[src/rtl/alu_exec_unit.sv]
// Execute-stage ALU: single-cycle logic/add/sub ops plus an iterative shift-add
// multiplier (low half), with valid/ready handshakes on input and output.
module alu_exec_unit #(
  parameter int unsigned WIDTH = 32,
  parameter int unsigned TAGW  = 5
) (
  input  logic             clk,
  input  logic             rst_n,
  input  logic             in_valid,
  output logic             in_ready,
  input  logic [3:0]       aluctl,
  input  logic [WIDTH-1:0] op_a,
  input  logic [WIDTH-1:0] op_b,
  input  logic [TAGW-1:0]  tag_in,
  output logic             out_valid,
  input  logic             out_ready,
  output logic [WIDTH-1:0] result,
  output logic             zero,
  output logic             illegal,
  output logic [TAGW-1:0]  tag_out
);

  localparam int unsigned CNTW = $clog2(WIDTH);
  localparam logic [CNTW-1:0] LAST_STEP = CNTW'(WIDTH - 1);

  localparam logic [3:0] CTL_AND = 4'b0000;
  localparam logic [3:0] CTL_OR  = 4'b0001;
  localparam logic [3:0] CTL_ADD = 4'b0010;
  localparam logic [3:0] CTL_SUB = 4'b0110;
  localparam logic [3:0] CTL_XOR = 4'b1100;
  localparam logic [3:0] CTL_MUL = 4'b0011;

  typedef enum logic {ST_IDLE, ST_MUL} state_e;

  state_e           state_q;
  logic [WIDTH-1:0] mcand_q;
  logic [WIDTH-1:0] mplier_q;
  logic [WIDTH-1:0] acc_q;
  logic [CNTW-1:0]  count_q;
  logic [TAGW-1:0]  mul_tag_q;

  logic             out_valid_q;
  logic [WIDTH-1:0] result_q;
  logic             zero_q;
  logic             illegal_q;
  logic [TAGW-1:0]  tag_q;

  logic [WIDTH-1:0] alu_res;
  logic             alu_ill;
  logic [WIDTH-1:0] acc_d;
  logic             accept;
  logic             retire;

  // Single-cycle datapath, evaluated on the presented operands.
  always_comb begin
    alu_res = '0;
    alu_ill = 1'b0;
    unique case (aluctl)
      CTL_AND: alu_res = op_a & op_b;
      CTL_OR:  alu_res = op_a | op_b;
      CTL_ADD: alu_res = op_a + op_b;
      CTL_SUB: alu_res = op_a + ~op_b + WIDTH'(1);
      CTL_XOR: alu_res = op_a ^ op_b;
      CTL_MUL: alu_res = '0;
      default: alu_ill = 1'b1;
    endcase
  end

  assign acc_d    = mplier_q[0] ? (acc_q + mcand_q) : acc_q;
  // Reset gates in_ready so nothing is accepted while the unit is held in reset.
  assign in_ready = rst_n && (state_q == ST_IDLE) && (!out_valid_q || out_ready);
  assign accept   = in_valid && in_ready;
  assign retire   = out_valid_q && out_ready;

  always_ff @(posedge clk or negedge rst_n) begin
    if (!rst_n) begin
      state_q     <= ST_IDLE;
      mcand_q     <= '0;
      mplier_q    <= '0;
      acc_q       <= '0;
      count_q     <= '0;
      mul_tag_q   <= '0;
      out_valid_q <= 1'b0;
      result_q    <= '0;
      zero_q      <= 1'b0;
      illegal_q   <= 1'b0;
      tag_q       <= '0;
    end else begin
      unique case (state_q)
        ST_IDLE: begin
          if (accept) begin
            if (aluctl == CTL_MUL) begin
              mcand_q     <= op_a;
              mplier_q    <= op_b;
              acc_q       <= '0;
              count_q     <= '0;
              mul_tag_q   <= tag_in;
              out_valid_q <= 1'b0;
              state_q     <= ST_MUL;
            end else begin
              result_q    <= alu_res;
              zero_q      <= (alu_res == '0);
              illegal_q   <= alu_ill;
              tag_q       <= tag_in;
              out_valid_q <= 1'b1;
            end
          end else if (retire) begin
            out_valid_q <= 1'b0;
          end
        end
        ST_MUL: begin
          acc_q    <= acc_d;
          mcand_q  <= mcand_q << 1;
          mplier_q <= mplier_q >> 1;
          count_q  <= count_q + CNTW'(1);
          // Final iteration publishes the accumulator including this step's add.
          if (count_q == LAST_STEP) begin
            result_q    <= acc_d;
            zero_q      <= (acc_d == '0);
            illegal_q   <= 1'b0;
            tag_q       <= mul_tag_q;
            out_valid_q <= 1'b1;
            state_q     <= ST_IDLE;
          end
        end
        default: state_q <= ST_IDLE;
      endcase
    end
  end

  assign out_valid = out_valid_q;
  assign result    = result_q;
  assign zero      = zero_q;
  assign illegal   = illegal_q;
  assign tag_out   = tag_q;

endmodule

[config.mk]
export PLATFORM = sky130hd
export DESIGN_NAME = alu_exec_unit
export DESIGN_NICKNAME = d
export VERILOG_FILES = /design/src/rtl/alu_exec_unit.sv
export SDC_FILE = /design/constraint.sdc
export NUM_CORES = 1
export LEC_CHECK = 0
export ABC_AREA = 1
export CAP_MARGIN = 40
export CORE_MARGIN = 1
export CORE_UTILIZATION = 50
export DETAILED_ROUTE_END_ITERATION = 12
export GPL_TIMING_DRIVEN = 0
export PLACE_DENSITY_LB_ADDON = 0.08
export SETUP_SLACK_MARGIN = 0.15
export SLEW_MARGIN = 30
export SYNTH_ARGS = -nofsm -noshare
export SYNTH_HDL_FRONTEND = slang
export SYNTH_SLANG_ARGS = --single-unit
[constraint.sdc]
create_clock -name clk -period 3.6 [get_ports clk]
set_clock_uncertainty 0.05 [all_clocks]
set_input_delay 0.54 -clock clk [delete_from_list [all_inputs] [get_ports clk]]
set_output_delay 0.54 -clock clk [all_outputs]
set_load 0.03 [all_outputs]
==> flow_summary.html, run 1 <==
<table>
<tr><th>Metric</th><th>Value</th></tr>
<tr><th colspan="2">Floorplan</th></tr>
<tr><td>Effective utilization at floorplan</td><td>0.512</td></tr>
<tr><td>Die height</td><td>177 um</td></tr>
<tr><td>Ports placed on the boundary</td><td>about 120</td></tr>
<tr><td>Placement Rows</td><td>63</td></tr>
<tr><td>X dimension of the die</td><td>177 um</td></tr>
<tr><td>DIE AREA</td><td>31300 um^2</td></tr>
<tr><td>Total core area</td><td>29900 um^2</td></tr>
<tr><th colspan="2">Logic synthesis</th></tr>
<tr><td>Synth top area cells</td><td>sky130_fd_sc_hd__dfrtp_1, sky130_fd_sc_hd__nand2_1, sky130_fd_sc_hd__ha_1, sky130_fd_sc_hd__inv_1, sky130_fd_sc_hd__nor2_1</td></tr>
<tr><td>Post-synthesis register bit count</td><td>147</td></tr>
<tr><td>Main combinational cell family by area after synthesis</td><td>simple AND/OR/NAND/NOR gates</td></tr>
<tr><td>Leading area contributor after synthesis</td><td>sky130_fd_sc_hd__dfrtp_1</td></tr>
<tr><td>Leading register cell type out of synthesis</td><td>sky130_fd_sc_hd__dfrtp_1</td></tr>
<tr><td>Syn avg cell area</td><td>6.00 um^2</td></tr>
<tr><td>Most common cell in the netlist</td><td>sky130_fd_sc_hd__nand2_1</td></tr>
<tr><td>Share of async-settable or async-resettable flops after synthesis</td><td>1.00</td></tr>
<tr><td>Number of cells produced by synthesis</td><td>~2500</td></tr>
<tr><td>Proportion of synthesized area in mux cells</td><td>0</td></tr>
<tr><td>Post-synthesis share of cell area spent on full adders, half adders and majority gates</td><td>0.113</td></tr>
<tr><td>Post-synth EDFFs</td><td>0</td></tr>
<tr><td>Most frequent cells after synthesis</td><td>sky130_fd_sc_hd__nand2_1, sky130_fd_sc_hd__inv_1, sky130_fd_sc_hd__nor2_1</td></tr>
<tr><td>Synthesis Warnings</td><td>0</td></tr>
<tr><td>Complex-gate fraction of the synthesized area</td><td>0.135</td></tr>
<tr><td>Post-synthesis net count</td><td>2760</td></tr>
<tr><td>Cell area after technology mapping</td><td>15300 um^2</td></tr>
<tr><td>Sequential cell area fraction in the yosys report</td><td>0.241</td></tr>
<tr><td>Xor-xnor portion of the synthesized cell area</td><td>0.00401</td></tr>
<tr><td>Synth unique cells</td><td>46</td></tr>
<tr><td>Area share of the largest cell type after synthesis</td><td>0.241</td></tr>
<tr><td>Synthesized-area fraction occupied by and/or/nand/nor cells</td><td>0.381</td></tr>
<tr><th colspan="2">Worst setup path</th></tr>
<tr><td>Sort of element at the start of the critical path</td><td>input port</td></tr>
<tr><td>Setup crit start</td><td>op_a[5]</td></tr>
<tr><td>Data arrival at the endpoint of the critical path</td><td>between 3 and 4 ns</td></tr>
<tr><td>Slowest cell on the critical path</td><td>sky130_fd_sc_hd__clkdlybuf4s50_1</td></tr>
<tr><td>Most common cell type on the critical path</td><td>sky130_fd_sc_hd__nand2_1</td></tr>
<tr><td>Endpoint of the worst-slack reg-to-reg timing path</td><td>zero</td></tr>
<tr><td>Critical-path maximum fanout</td><td>7</td></tr>
<tr><td>Worst setup EP type</td><td>register</td></tr>
<tr><td>Minimum setup slack among reg-to-reg paths</td><td>between 0.3 and 0.4 ns</td></tr>
<tr><td>CP max stage delay</td><td>0.65 ns</td></tr>
<tr><td>R2R cell count</td><td>19</td></tr>
<tr><td>Classification of the worst setup path</td><td>input port to register</td></tr>
<tr><td>Buf/Inv on CP</td><td>4</td></tr>
<tr><td>Cell family with most CP delay</td><td>simple AND/OR/NAND/NOR gates</td></tr>
<tr><td>Data required, critical path</td><td>3.92 ns</td></tr>
<tr><td>Cells traversed along the worst timing path</td><td>clkdlybuf4s50_1, inv_1, ha_2, inv_1, nand2_1, nand2_1, inv_1, nand3_2, nand2_1, nand3_1, and2_1, nor2_1, nor2_1, nor2_1, nand2_1, nor2_1, nand3_1, nor2_1, nand2_1, nand2_1, nand2_1, nand2_1</td></tr>
<tr><td>Startpoint of the worst-slack reg-to-reg timing path</td><td>mcand_q[0]</td></tr>
<tr><th colspan="2">Outcome</th></tr>
<tr><td>Status</td><td>finished, violations left</td></tr>
<tr><td>Failing checks</td><td>negative hold slack</td></tr>
<tr><th colspan="2">Run</th></tr>
<tr><td>Max-capacitance violation count</td><td>0</td></tr>
<tr><th colspan="2">Power</th></tr>
<tr><td>LEAKAGE</td><td>9.68 nW</td></tr>
<tr><td>Total power divided by cell area</td><td>772 nW/um^2</td></tr>
<tr><td>Final Total Pwr</td><td>13.7 mW</td></tr>
<tr><td>Max rail drop VDD</td><td>~440 uV</td></tr>
<tr><th colspan="2">Detailed routing</th></tr>
<tr><td>Wire length per cell</td><td>between 20 and 25 um</td></tr>
<tr><td>Detailed-route DRC error count</td><td>0</td></tr>
<tr><td>Number of vias per cell after detailed routing</td><td>5.72</td></tr>
<tr><td>Total number of vias</td><td>17700</td></tr>
<tr><td>Number of design-rule violations left by the first detailed-router iteration</td><td>1713</td></tr>
<tr><td>Post-Route WL</td><td>62.8 mm</td></tr>
<tr><td>Number of antenna-violating nets in the routed design</td><td>0</td></tr>
<tr><td>1st-pass router iterations</td><td>5</td></tr>
<tr><th colspan="2">Hold path</th></tr>
<tr><td>Hold Crit Class</td><td>input port to async pin</td></tr>
<tr><th colspan="2">GRT</th></tr>
<tr><td>Via count of the first global-routing pass</td><td>16700</td></tr>
<tr><td>First-pass GRT wire length</td><td>93.5 mm</td></tr>
<tr><td>Total global-route track usage</td><td>0.402</td></tr>
<tr><td>Antenna violations before repair</td><td>0</td></tr>
<tr><td>Maximum number of pins on one net before global-route repair</td><td>92</td></tr>
<tr><td>Grt ovf</td><td>0</td></tr>
<tr><th colspan="2">Timing</th></tr>
<tr><td>Number of pins exceeding their max-slew limit in the final report</td><td>0</td></tr>
<tr><td>Slew at the pin closest to its max-slew limit</td><td>0.755 ns</td></tr>
<tr><td>Max transition margin</td><td>0.495</td></tr>
<tr><td>Final hold slack</td><td>-0.0329 ns</td></tr>
<tr><td>Maximum frequency from static timing analysis</td><td>303 MHz</td></tr>
<tr><td>Setup repair after global routing missed its margin</td><td>false</td></tr>
<tr><td>Crit share post-route</td><td>0.918</td></tr>
<tr><td>Final count of hold timing violations</td><td>13</td></tr>
<tr><td>Post-layout min period</td><td>3.30 ns</td></tr>
<tr><td>Final number of setup-violating endpoints</td><td>0</td></tr>
<tr><th colspan="2">Finish</th></tr>
<tr><td>Final instance count without filler cells</td><td>3087</td></tr>
<tr><td>Layout cells sized above 1</td><td>0.0656</td></tr>
<tr><td>Area Overhead vs Synth</td><td>16.2%</td></tr>
<tr><td>Post-route design area</td><td>around 18000 um^2</td></tr>
<tr><td>N_diodes</td><td>0</td></tr>
<tr><td>Net count reported at finish</td><td>2898</td></tr>
<tr><th colspan="2">Placement</th></tr>
<tr><td>PortBufs</td><td>between 100 and 150</td></tr>
<tr><td>Placement-stage cell area</td><td>17000 um^2</td></tr>
<tr><td>Detailed-placement wirelength estimate</td><td>just over 50 mm</td></tr>
<tr><td>Total instance count after detailed placement</td><td>just over 3000</td></tr>
<tr><td>Final weighted congestion of routability-driven global placement</td><td>1.00</td></tr>
<tr><th colspan="2">Clocking</th></tr>
<tr><td>Clock latency at the later pin of the worst-skew pair</td><td>0.43 ns</td></tr>
<tr><td>Largest buffer count on any clock path</td><td>2</td></tr>
<tr><td>CTS Root Buffer Type</td><td>sky130_fd_sc_hd__clkbuf_16</td></tr>
<tr><td>CTS tree</td><td>built</td></tr>
<tr><td>Depth of the CTS H-tree</td><td>4</td></tr>
<tr><td>Total CTS buffers</td><td>17</td></tr>
<tr><td>Clock slew at reported path FFs</td><td>0.07 ns</td></tr>
<tr><td>TritonCTS Sinks</td><td>between 100 and 150</td></tr>
</table>
## flip-flops by register name, summed over array words and instances, names as in the netlist, 5 cells and up
| register | cells |
|---|---|
| mplier_q | 32 |
| count_q | 5 |
| mcand_q | 32 |
| result | 32 |
| tag_out | 5 |
| mul_tag_q | 5 |
| acc_q | 32 |
## cells in the final DEF (no fill, tap or decap), types with 5 or more instances in the layout
master,instances
sky130_fd_sc_hd__nor2_2,20
sky130_fd_sc_hd__o21ai_1,8
sky130_fd_sc_hd__dlymetal6s2s_1,13
sky130_fd_sc_hd__nand4_1,36
sky130_fd_sc_hd__or2_2,6
sky130_fd_sc_hd__clkdlybuf4s50_1,103
sky130_fd_sc_hd__buf_2,34
sky130_fd_sc_hd__a221oi_1,16
sky130_fd_sc_hd__nand2_2,14
sky130_fd_sc_hd__clkbuf_1,30
sky130_fd_sc_hd__nand3b_1,6
sky130_fd_sc_hd__inv_1,397
sky130_fd_sc_hd__nand3_1,171
sky130_fd_sc_hd__xnor2_1,5
sky130_fd_sc_hd__and2_1,6
sky130_fd_sc_hd__nor2_1,286
sky130_fd_sc_hd__o21bai_1,12
sky130_fd_sc_hd__a21oi_2,7
sky130_fd_sc_hd__ha_1,128
sky130_fd_sc_hd__nor3_1,11
sky130_fd_sc_hd__a21oi_1,129
sky130_fd_sc_hd__inv_2,15
sky130_fd_sc_hd__nand3_2,7
sky130_fd_sc_hd__buf_4,11
sky130_fd_sc_hd__nand2_1,829
sky130_fd_sc_hd__o21ai_0,63
sky130_fd_sc_hd__o22ai_1,73
sky130_fd_sc_hd__nor3_2,10
sky130_fd_sc_hd__a31oi_1,28
sky130_fd_sc_hd__clkbuf_16,17
sky130_fd_sc_hd__dfrtp_1,147
## what timing repair did
action | in CTS | in global routing
setup endpoints to repair | 2 | 4
buffers inserted | 0 | 1
hold buffers | 0 | 0
resized for setup | 2 | 57
pin swaps | 0 | 2
## cell families after synthesis
| kind of cell | Yosys count |
|---|---|
| AOI/OAI and AO/OA | 353 |
| and+or+nand+nor | 1411 |
| adders and majority gates | 136 |
| buffers and inverters | 493 |
| xor gates and xnor gates | 7 |
| DFF | 147 |
## layout make-up
type                    instances  area, um^2
plain buffers                  79         392
repair buffers                119        1240
inverters                     414        1560
well taps                     390         488
multi-input cells            1907        9820
clock buffers                  19         443
clock inverters                12         156
flip-flops and latches        147        3680
fillers                      2931       12100
## stage by stage
step	setup WS, ns	util	setup TNS (ns)
floorplan	1.04	-	0
global route	0.149	0.595	0
finish	0.296	0.595	0
CTS	0.173	0.589	0
detailed placement	-0.380	0.569	-0.988
global placement	-4.33	0.567	-1177.14
## report_power, final
group / switching [mW] / total (mW) / internal (mW)
registers: 0.665 / 3.09 / 2.42
logic: 5.85 / 8.80 / 2.96
clock network: 0.724 / 1.83 / 1.11
## how the worst max path moves through the flow
stage / to / depth (start not counted)
finish: zero / 22
CTS: zero / 19
detailed placement: zero / 21
floorplan: zero / 22
global placement: acc_q[2] / 9
global route: zero / 23
## layer usage
metal / part of all wire / wire (um) / global-route usage / up-vias
li1: - / - / - / 8376
met1: 0.40 / 25000 / 0.498 / 8216
met2: 0.47 / 29500 / 0.677 / 873
met3: 0.080 / 5000 / 0.0567 / 194
met4: 0.052 / 3240 / 0.209 / 0
met5: 0 / 0 / 0 / -
Note: power is estimated with default switching activity, not from simulation.
==> run 2: changes to the inputs <==
Settings changed: PLACE_DENSITY from default to 0.7, PLACE_DENSITY_LB_ADDON 0.08 to default.
==> run 2 against run 1 <==
Net effect:
- combinational power rose by 0.7%
- hold slack improved by 0.47 ns
- first-iteration DRC count down 6.0%
- via count up 0.67%
- final area increased by 0.46%
- critical endpoint unchanged
- critical path type unchanged
- the flow now finishes without violations
- sequential share of layout area shrank 0.094 points
- register-to-register slack about the same
- setup slack worse by 0.015 ns
- cell count hardly changed
==> flow_summary.html, run 2 (synthesis gave the netlist of run 1 again) <==
<table>
<tr><th>Metric</th><th>Value</th></tr>
<tr><th colspan="2">Finish</th></tr>
<tr><td>Post-route design area</td><td>17900 um^2 (+0.46%)</td></tr>
<tr><td>Most common library cell in the layout ignoring fill and taps</td><td>sky130_fd_sc_hd__nand2_1</td></tr>
<tr><td>Filler instances</td><td>2922 (-0.31%)</td></tr>
<tr><td>Top library cells by usage in the layout, fill and taps aside</td><td>sky130_fd_sc_hd__nand2_1, sky130_fd_sc_hd__inv_1, sky130_fd_sc_hd__nor2_1</td></tr>
<tr><td>Net count reported at finish</td><td>2899 (+0.035%)</td></tr>
<tr><td>Layout cells sized above 1</td><td>0.0682 (+0.00257)</td></tr>
<tr><td>Area Overhead vs Synth</td><td>16.8%</td></tr>
<tr><th colspan="2">Detailed routing</th></tr>
<tr><td>Detailed-route DRC error count</td><td>0 (unchanged)</td></tr>
<tr><td>Wire length per cell</td><td>20.5 um (+0.75%)</td></tr>
<tr><td>Number of antenna-violating nets in the routed design</td><td>0 (unchanged)</td></tr>
<tr><td>Total number of vias</td><td>17800 (+0.67%)</td></tr>
<tr><td>1st-pass router iterations</td><td>5 (unchanged)</td></tr>
<tr><td>Number of design-rule violations left by the first detailed-router iteration</td><td>1611 (-6.0%)</td></tr>
<tr><td>Post-Route WL</td><td>63.3 mm (+0.82%)</td></tr>
<tr><td>Number of vias per cell after detailed routing</td><td>5.75 (+0.60%)</td></tr>
<tr><th colspan="2">Placement</th></tr>
<tr><td>Detailed-placement wirelength estimate</td><td>52.0 mm (+1.4%)</td></tr>
<tr><td>Worst slack, placed</td><td>-0.371 ns (+0.00934 ns)</td></tr>
<tr><td>PortBufs</td><td>117 (unchanged)</td></tr>
<tr><td>Final weighted congestion of routability-driven global placement</td><td>0.986 (-1.4%)</td></tr>
<tr><td>Placement-stage cell area</td><td>17000 um^2 (unchanged)</td></tr>
<tr><th colspan="2">Worst setup path</th></tr>
<tr><td>Classification of the worst setup path</td><td>input port to register</td></tr>
<tr><td>Sort of element at the start of the critical path</td><td>input port</td></tr>
<tr><td>Data arrival at the endpoint of the critical path</td><td>3.64 ns (+0.02 ns)</td></tr>
<tr><td>Slowest cell on the critical path</td><td>sky130_fd_sc_hd__clkdlybuf4s50_1</td></tr>
<tr><td>Buf/Inv on CP</td><td>3 (-1)</td></tr>
<tr><td>Critical-path maximum fanout</td><td>9 (+2)</td></tr>
<tr><td>Worst setup EP type</td><td>register</td></tr>
<tr><td>Data required, critical path</td><td>3.92 ns (about the same)</td></tr>
<tr><td>Most common cell type on the critical path</td><td>sky130_fd_sc_hd__nand2_1</td></tr>
<tr><td>Cells traversed along the worst timing path</td><td>clkdlybuf4s50_1, inv_1, ha_1, buf_2, nor2_1, nand2_1, nor2_1, nand3_1, nand3_1, nand2_1, nand3_1, nand3_1, nor2_1, nand2_1, nor3_2, nand2_1, nand2_1, nand2_1, nand2_1</td></tr>
<tr><td>CP max stage delay</td><td>0.68 ns (+0.03 ns)</td></tr>
<tr><td>Cell family with most CP delay</td><td>simple AND/OR/NAND/NOR gates</td></tr>
<tr><th colspan="2">GRT</th></tr>
<tr><td>Grt ovf</td><td>0 (unchanged)</td></tr>
<tr><td>Via count of the first global-routing pass</td><td>16800 (+0.56%)</td></tr>
<tr><td>Total global-route track usage</td><td>0.403 (+0.000649)</td></tr>
<tr><td>First-pass GRT wire length</td><td>93.5 mm (about the same)</td></tr>
<tr><td>Maximum number of pins on one net before global-route repair</td><td>91 (-1.1%)</td></tr>
<tr><td>Antenna violations before repair</td><td>1 (+1)</td></tr>
<tr><th colspan="2">Timing</th></tr>
<tr><td>Post-layout min period</td><td>3.32 ns (+0.0150 ns)</td></tr>
<tr><td>Least setup slack across all paths after layout</td><td>0.281 ns (-0.0150 ns)</td></tr>
<tr><td>Final number of setup-violating endpoints</td><td>0 (unchanged)</td></tr>
<tr><td>Slew at the pin closest to its max-slew limit</td><td>0.890 ns (+0.135 ns)</td></tr>
<tr><td>Final count of hold timing violations</td><td>0 (-13)</td></tr>
<tr><td>Number of pins exceeding their max-slew limit in the final report</td><td>0 (unchanged)</td></tr>
<tr><td>Maximum frequency from static timing analysis</td><td>301 MHz (-0.45%)</td></tr>
<tr><td>Max transition margin</td><td>0.405 (-0.0901)</td></tr>
<tr><td>Setup repair after global routing missed its margin</td><td>false</td></tr>
<tr><td>Final hold slack</td><td>0.434 ns (+0.467 ns)</td></tr>
<tr><td>Sum of negative setup slack</td><td>0 ns (unchanged)</td></tr>
<tr><td>Crit share post-route</td><td>0.922 (+0.00418)</td></tr>
<tr><th colspan="2">Floorplan</th></tr>
<tr><td>DIE AREA</td><td>31300 um^2 (unchanged)</td></tr>
<tr><td>Total core area</td><td>29900 um^2 (unchanged)</td></tr>
<tr><td>Effective utilization at floorplan</td><td>0.512 (unchanged)</td></tr>
<tr><td>X dimension of the die</td><td>177 um (unchanged)</td></tr>
<tr><td>Placement Rows</td><td>63 (unchanged)</td></tr>
<tr><td>Die height</td><td>177 um (unchanged)</td></tr>
<tr><td>Ports placed on the boundary</td><td>118 (unchanged)</td></tr>
<tr><th colspan="2">Clocking</th></tr>
<tr><td>CTS tree</td><td>built</td></tr>
<tr><td>Depth of the CTS H-tree</td><td>4 (unchanged)</td></tr>
<tr><td>TritonCTS Sinks</td><td>147 (unchanged)</td></tr>
<tr><td>Clock slew at reported path FFs</td><td>0.06 ns (about the same)</td></tr>
<tr><td>Total CTS buffers</td><td>17 (unchanged)</td></tr>
<tr><td>CTS Root Buffer Type</td><td>sky130_fd_sc_hd__clkbuf_16</td></tr>
<tr><td>Clock latency at the later pin of the worst-skew pair</td><td>0.43 ns (about the same)</td></tr>
<tr><td>Largest buffer count on any clock path</td><td>2 (unchanged)</td></tr>
<tr><th colspan="2">Hold path</th></tr>
<tr><td>Hold Crit Class</td><td>register to register</td></tr>
<tr><th colspan="2">Outcome</th></tr>
<tr><td>Status</td><td>finished clean</td></tr>
<tr><th colspan="2">Power</th></tr>
<tr><td>Max rail drop VDD</td><td>475 uV (+7.2%)</td></tr>
<tr><td>Total power divided by cell area</td><td>773 nW/um^2 (+0.22%)</td></tr>
<tr><td>LEAKAGE</td><td>9.72 nW (+0.50%)</td></tr>
<tr><th colspan="2">Run</th></tr>
<tr><td>Max-capacitance violation count</td><td>0 (unchanged)</td></tr>
</table>
## run 2: cell types whose count changed in the layout (fill, tap and decap cells not counted), moves of 3 or more
cell / previous run / this run
sky130_fd_sc_hd__clkdlybuf4s50_1: 103 / 100
sky130_fd_sc_hd__dlymetal6s2s_1: 13 / 16
sky130_fd_sc_hd__ha_1: 128 / 125
sky130_fd_sc_hd__nand2_1: 829 / 825
sky130_fd_sc_hd__nand2_2: 14 / 18
sky130_fd_sc_hd__nand3_1: 171 / 168
sky130_fd_sc_hd__nand3_2: 7 / 10
sky130_fd_sc_hd__nor2_2: 20 / 17
## run 2: area by class of cell
cell class	instances	area [um^2]	area share
Clock buffer	18	439	0.0246
Antenna cell	1	2.50	0.000140
Clock inverter	13	176	0.00988
Buffer	79	397	0.0222
Timing Repair Buffer	120	1260	0.0706
Tap cell	390	488	0.0273
Inverter	414	1560	0.0871
Sequential cell	147	3680	0.206
Multi-Input combinational cell	1907	9860	0.552
## run 2: per-stage QoR
stage                     total power [mW]  cells  utilization
after floorplan                       8.87   2547            -
after global placement                11.5   3054        0.567
after detailed placement              11.7   3055        0.569
after CTS                             13.6   3087        0.590
after global routing                  14.9   3089        0.598
final                                 13.8   3089        0.598
## run 2: power by group
part / internal (mW) / leakage, nW / switching (mW)
registers: 2.42 / 1.67 / 0.655
clock network: 1.12 / 0.297 / 0.755
logic: 2.96 / 7.76 / 5.90
total: 6.50 / 9.72 / 7.31
## run 2: what timing repair did
action / 4_1_cts / 5_1_grt
gates cloned: 0 / 0
gates resized for setup: 2 / 71
buffers inserted: 0 / 1
pin swaps: 0 / 4
hold buffers: 1 / 0
setup endpoints to repair: 1 / 3
hold endpoints to repair: 2 / 0
## run 2: final timing paths
check	from	end	slack (ns)	depth (start not counted)
setup / recovery	op_a[22]	zero	0.28	19
hold / removal	mul_tag_q[1]	mul_tag_q[1]	0.43	2
setup reg to reg	mcand_q[0]	zero	0.39	19
hold reg to reg	mul_tag_q[1]	mul_tag_q[1]	0.43	2
max in group asynchronous	rst_n	acc_q[23]	2.10	3
min in group asynchronous	rst_n	illegal	0.56	2
## run 2: worst min-delay path: cells and delay by family (launching register included)
family	cells	cell delay (ns)
flops	1	0.35
simple gates	2	0.11
## run 2: per-layer routing
metal,global-route usage,routed length (um)
met1,0.496,24700
met2,0.674,29500
met3,0.0530,5200
met4,0.233,3890
met5,0,0
==> run 3: changes to the inputs <==
--- a/config.mk
+++ b/config.mk
@@ -12,4 +12,5 @@
 export DETAILED_ROUTE_END_ITERATION = 12
+export DONT_BUFFER_PORTS = 1
 export GPL_TIMING_DRIVEN = 0
-export PLACE_DENSITY = 0.7
+export PLACE_DENSITY = 0.65
 export SETUP_SLACK_MARGIN = 0.15
==> constraint.sdc (replaced) <==
create_clock -name clk -period 3.6 [get_ports clk]
set_clock_uncertainty 0.05 [all_clocks]
set_input_delay 0.36 -clock clk [delete_from_list [all_inputs] [get_ports clk]]
set_output_delay 0.36 -clock clk [all_outputs]
set_load 0.03 [all_outputs]
==> run 3 against run 2 <==
Net effect:
- die area stayed put
- critical path depth down 9
- clock power is 3% lower
- largest cell class unchanged
- critical endpoint is now acc_q[18]
- global-route usage down 0.49 points
- largest power group unchanged
- critical path type is now register to register
- the run now ends with negative hold slack left
- sequential power grew 15%
- via count shrank 4.4%
- highest routed layer is now met5
- power decreased by 5.8%
- routed wire length down 2.5%
- hold slack worse by 0.85 ns
==> flow_summary.html, run 3 (synthesis gave the netlist of run 1 again) <==
<table>
<tr><th>Metric</th><th>Value</th></tr>
<tr><th colspan="2">Outcome</th></tr>
<tr><td>Status</td><td>finished, violations left</td></tr>
<tr><td>Failing checks</td><td>negative hold slack</td></tr>
<tr><th colspan="2">Detailed routing</th></tr>
<tr><td>Detailed-route DRC error count</td><td>0 (unchanged)</td></tr>
<tr><td>Number of design-rule violations left by the first detailed-router iteration</td><td>1554 (-3.5%)</td></tr>
<tr><td>Wire length per cell</td><td>20.7 um (+1.3%)</td></tr>
<tr><td>Post-Route WL</td><td>61.7 mm (-2.5%)</td></tr>
<tr><td>1st-pass router iterations</td><td>6 (+1)</td></tr>
<tr><td>Total number of vias</td><td>17000 (-4.4%)</td></tr>
<tr><td>Number of vias per cell after detailed routing</td><td>5.72 (-0.67%)</td></tr>
<tr><td>Number of antenna-violating nets in the routed design</td><td>0 (unchanged)</td></tr>
<tr><th colspan="2">Power</th></tr>
<tr><td>LEAKAGE</td><td>9.06 nW (-6.8%)</td></tr>
<tr><td>Max rail drop VDD</td><td>456 uV (-4.2%)</td></tr>
<tr><td>Total power divided by cell area</td><td>792 nW/um^2 (+2.4%)</td></tr>
<tr><td>Final Total Pwr</td><td>13.0 mW (-5.8%)</td></tr>
<tr><th colspan="2">GRT</th></tr>
<tr><td>Total global-route track usage</td><td>0.398 (-0.00491)</td></tr>
<tr><td>Antenna violations before repair</td><td>1 (unchanged)</td></tr>
<tr><td>Maximum number of pins on one net before global-route repair</td><td>149 (+64%)</td></tr>
<tr><td>Grt ovf</td><td>0 (unchanged)</td></tr>
<tr><td>First-pass GRT wire length</td><td>92.4 mm (-1.2%)</td></tr>
<tr><td>Via count of the first global-routing pass</td><td>16300 (-2.9%)</td></tr>
<tr><th colspan="2">Worst setup path</th></tr>
<tr><td>R2R cell count</td><td>10 (-9)</td></tr>
<tr><td>Minimum setup slack among reg-to-reg paths</td><td>0.36 ns (-0.03 ns)</td></tr>
<tr><td>Worst setup EP type</td><td>register</td></tr>
<tr><td>Endpoint of the worst-slack reg-to-reg timing path</td><td>acc_q[18]</td></tr>
<tr><td>Cells traversed along the worst timing path</td><td>buf_2, clkinv_2, nand2_1, nor2_1, nand2_1, nor3_4, nor2_1, inv_2, clkbuf_1, o21ai_0</td></tr>
<tr><td>Data required, critical path</td><td>3.82 ns (-0.10 ns)</td></tr>
<tr><td>Critical-path maximum fanout</td><td>10 (+1)</td></tr>
<tr><td>Startpoint of the worst-slack reg-to-reg timing path</td><td>state_q</td></tr>
<tr><td>Slowest cell on the critical path</td><td>sky130_fd_sc_hd__clkbuf_1</td></tr>
<tr><td>Classification of the worst setup path</td><td>register to register</td></tr>
<tr><td>CP max stage delay</td><td>0.54 ns (-0.14 ns)</td></tr>
<tr><td>Data arrival at the endpoint of the critical path</td><td>3.46 ns (-0.18 ns)</td></tr>
<tr><td>Sort of element at the start of the critical path</td><td>register</td></tr>
<tr><th colspan="2">Timing</th></tr>
<tr><td>Max transition margin</td><td>0.477 (+0.0727)</td></tr>
<tr><td>Setup repair after global routing missed its margin</td><td>false</td></tr>
<tr><td>Least setup slack across all paths after layout</td><td>0.363 ns (+0.0825 ns)</td></tr>
<tr><td>Slew at the pin closest to its max-slew limit</td><td>0.781 ns (-0.109 ns)</td></tr>
<tr><td>Post-layout min period</td><td>3.24 ns (-0.0825 ns)</td></tr>
<tr><td>Sum of negative setup slack</td><td>0 ns (unchanged)</td></tr>
<tr><td>Maximum frequency from static timing analysis</td><td>309 MHz (+2.5%)</td></tr>
<tr><td>Number of pins exceeding their max-slew limit in the final report</td><td>0 (unchanged)</td></tr>
<tr><td>Final hold slack</td><td>-0.419 ns (-0.854 ns)</td></tr>
<tr><td>Crit share post-route</td><td>0.899 (-0.0229)</td></tr>
<tr><td>Final count of hold timing violations</td><td>147 (+147)</td></tr>
<tr><td>Final number of setup-violating endpoints</td><td>0 (unchanged)</td></tr>
<tr><th colspan="2">Clocking</th></tr>
<tr><td>Clock slew at reported path FFs</td><td>0.06 ns (about the same)</td></tr>
<tr><td>Depth of the CTS H-tree</td><td>4 (unchanged)</td></tr>
<tr><td>CTS tree</td><td>built</td></tr>
<tr><td>CTS Root Buffer Type</td><td>sky130_fd_sc_hd__clkbuf_16</td></tr>
<tr><td>TritonCTS Sinks</td><td>147 (unchanged)</td></tr>
<tr><td>Total CTS buffers</td><td>17 (unchanged)</td></tr>
<tr><td>Largest buffer count on any clock path</td><td>2 (unchanged)</td></tr>
<tr><td>Clock latency at the later pin of the worst-skew pair</td><td>0.43 ns (about the same)</td></tr>
<tr><td>Hold_buf cts</td><td>4 (+3)</td></tr>
<tr><td>Post-CTS Setup Inserts</td><td>0 (unchanged)</td></tr>
<tr><th colspan="2">Placement</th></tr>
<tr><td>Placement-stage cell area</td><td>15800 um^2 (-7.1%)</td></tr>
<tr><td>Final weighted congestion of routability-driven global placement</td><td>0.998 (+1.2%)</td></tr>
<tr><td>Worst slack, placed</td><td>0.359 ns (+0.730 ns)</td></tr>
<tr><td>Detailed-placement wirelength estimate</td><td>51.1 mm (-1.8%)</td></tr>
<tr><td>PortBufs</td><td>0 (-100%)</td></tr>
<tr><th colspan="2">Run</th></tr>
<tr><td>Max-capacitance violation count</td><td>0 (unchanged)</td></tr>
<tr><th colspan="2">Finish</th></tr>
<tr><td>Net count reported at finish</td><td>2783 (-4.0%)</td></tr>
<tr><td>Post-route design area</td><td>16400 um^2 (-8.1%)</td></tr>
<tr><td>Layout cells sized above 1</td><td>0.0523 (-0.0159)</td></tr>
<tr><td>Area Overhead vs Synth</td><td>7.35%</td></tr>
<tr><td>Top library cells by usage in the layout, fill and taps aside</td><td>sky130_fd_sc_hd__nand2_1, sky130_fd_sc_hd__inv_1, sky130_fd_sc_hd__nor2_1</td></tr>
<tr><td>Most common library cell in the layout ignoring fill and taps</td><td>sky130_fd_sc_hd__nand2_1</td></tr>
<tr><td>N_diodes</td><td>0 (-1)</td></tr>
<tr><th colspan="2">Floorplan</th></tr>
<tr><td>DIE AREA</td><td>31300 um^2 (unchanged)</td></tr>
<tr><td>Ports placed on the boundary</td><td>118 (unchanged)</td></tr>
<tr><td>Effective utilization at floorplan</td><td>0.512 (unchanged)</td></tr>
<tr><td>Total core area</td><td>29900 um^2 (unchanged)</td></tr>
<tr><td>Placement Rows</td><td>63 (unchanged)</td></tr>
<tr><td>Die height</td><td>177 um (unchanged)</td></tr>
<tr><td>X dimension of the die</td><td>177 um (unchanged)</td></tr>
<tr><th colspan="2">Hold path</th></tr>
<tr><td>Hold Crit Class</td><td>input port to async pin</td></tr>
</table>
-- run 3: changes by cell type in the layout (fill, tap and decap cells not counted), sizes merged, moves of 2 or more --
cell           before  now
inv               416  412
clkinvlp            2    4
dlygate4sd3         1    4
clkinv              6    8
dlymetal6s2s       16    0
clkdlybuf4s50     100    0
-- run 3: critical path: cells and delay by family, from the launching register on --
family                 cells  cell delay [ns]
AOI/OAI and AO/OA          1             0.19
buffers and inverters      4             1.05
DFF                        1             0.35
and+or+nand+nor            5             1.42
-- run 3: metal layers --
layer / global-route usage / vias to the layer above / share of wire
li1: - / 8147 / -
met1: 0.491 / 7922 / 0.40
met2: 0.665 / 754 / 0.46
met3: 0.0685 / 170 / 0.085
met4: 0.201 / 2 / 0.054
met5: 0 / - / 0.00021
-- run 3: area by class of cell --
cell class	count	area [um^2]
plain buffers	79	392
well taps	390	488
flip-flops and latches	147	3680
clock buffers	19	433
fillers	3181	13500
clock inverters	13	161
inverters	414	1560
repair buffers	4	40.0
multi-input cells	1907	9670
-- run 3: report_power, final --
part	total, mW	switching (mW)	internal (mW)	leakage [nW]
Sequential	3.54	1.13	2.41	1.67
Clock	1.82	0.730	1.09	0.279
Combinational	7.64	5.14	2.50	7.11
-- run 3: worst max path at each step --
stage | start | to | cells past startpoint
3_3_place_gp | mcand_q[0] | zero | 19
6_report | state_q | acc_q[18] | 10
4_1_cts | mcand_q[0] | zero | 19
5_1_grt | mcand_q[0] | zero | 19
3_5_place_dp | mcand_q[0] | zero | 19
2_1_floorplan | mcand_q[0] | zero | 19
-- run 3: what timing repair did --
| item | CTS | global route |
|---|---|---|
| gates resized for setup | 0 | 1 |
| endpoints found under the setup margin | 0 | 1 |
| endpoints found under the hold margin | 151 | 147 |
-- run 3: per-stage QoR --
step / cells / hold slack [ns] / utilization
5_1_grt: 2973 / -0.434 / 0.550
2_1_floorplan: 2547 / 0.0144 / -
6_report: 2973 / -0.419 / 0.550
3_5_place_dp: 2937 / 0.0232 / 0.528
4_1_cts: 2973 / -0.432 / 0.550
3_3_place_gp: 2937 / 0.0229 / 0.528
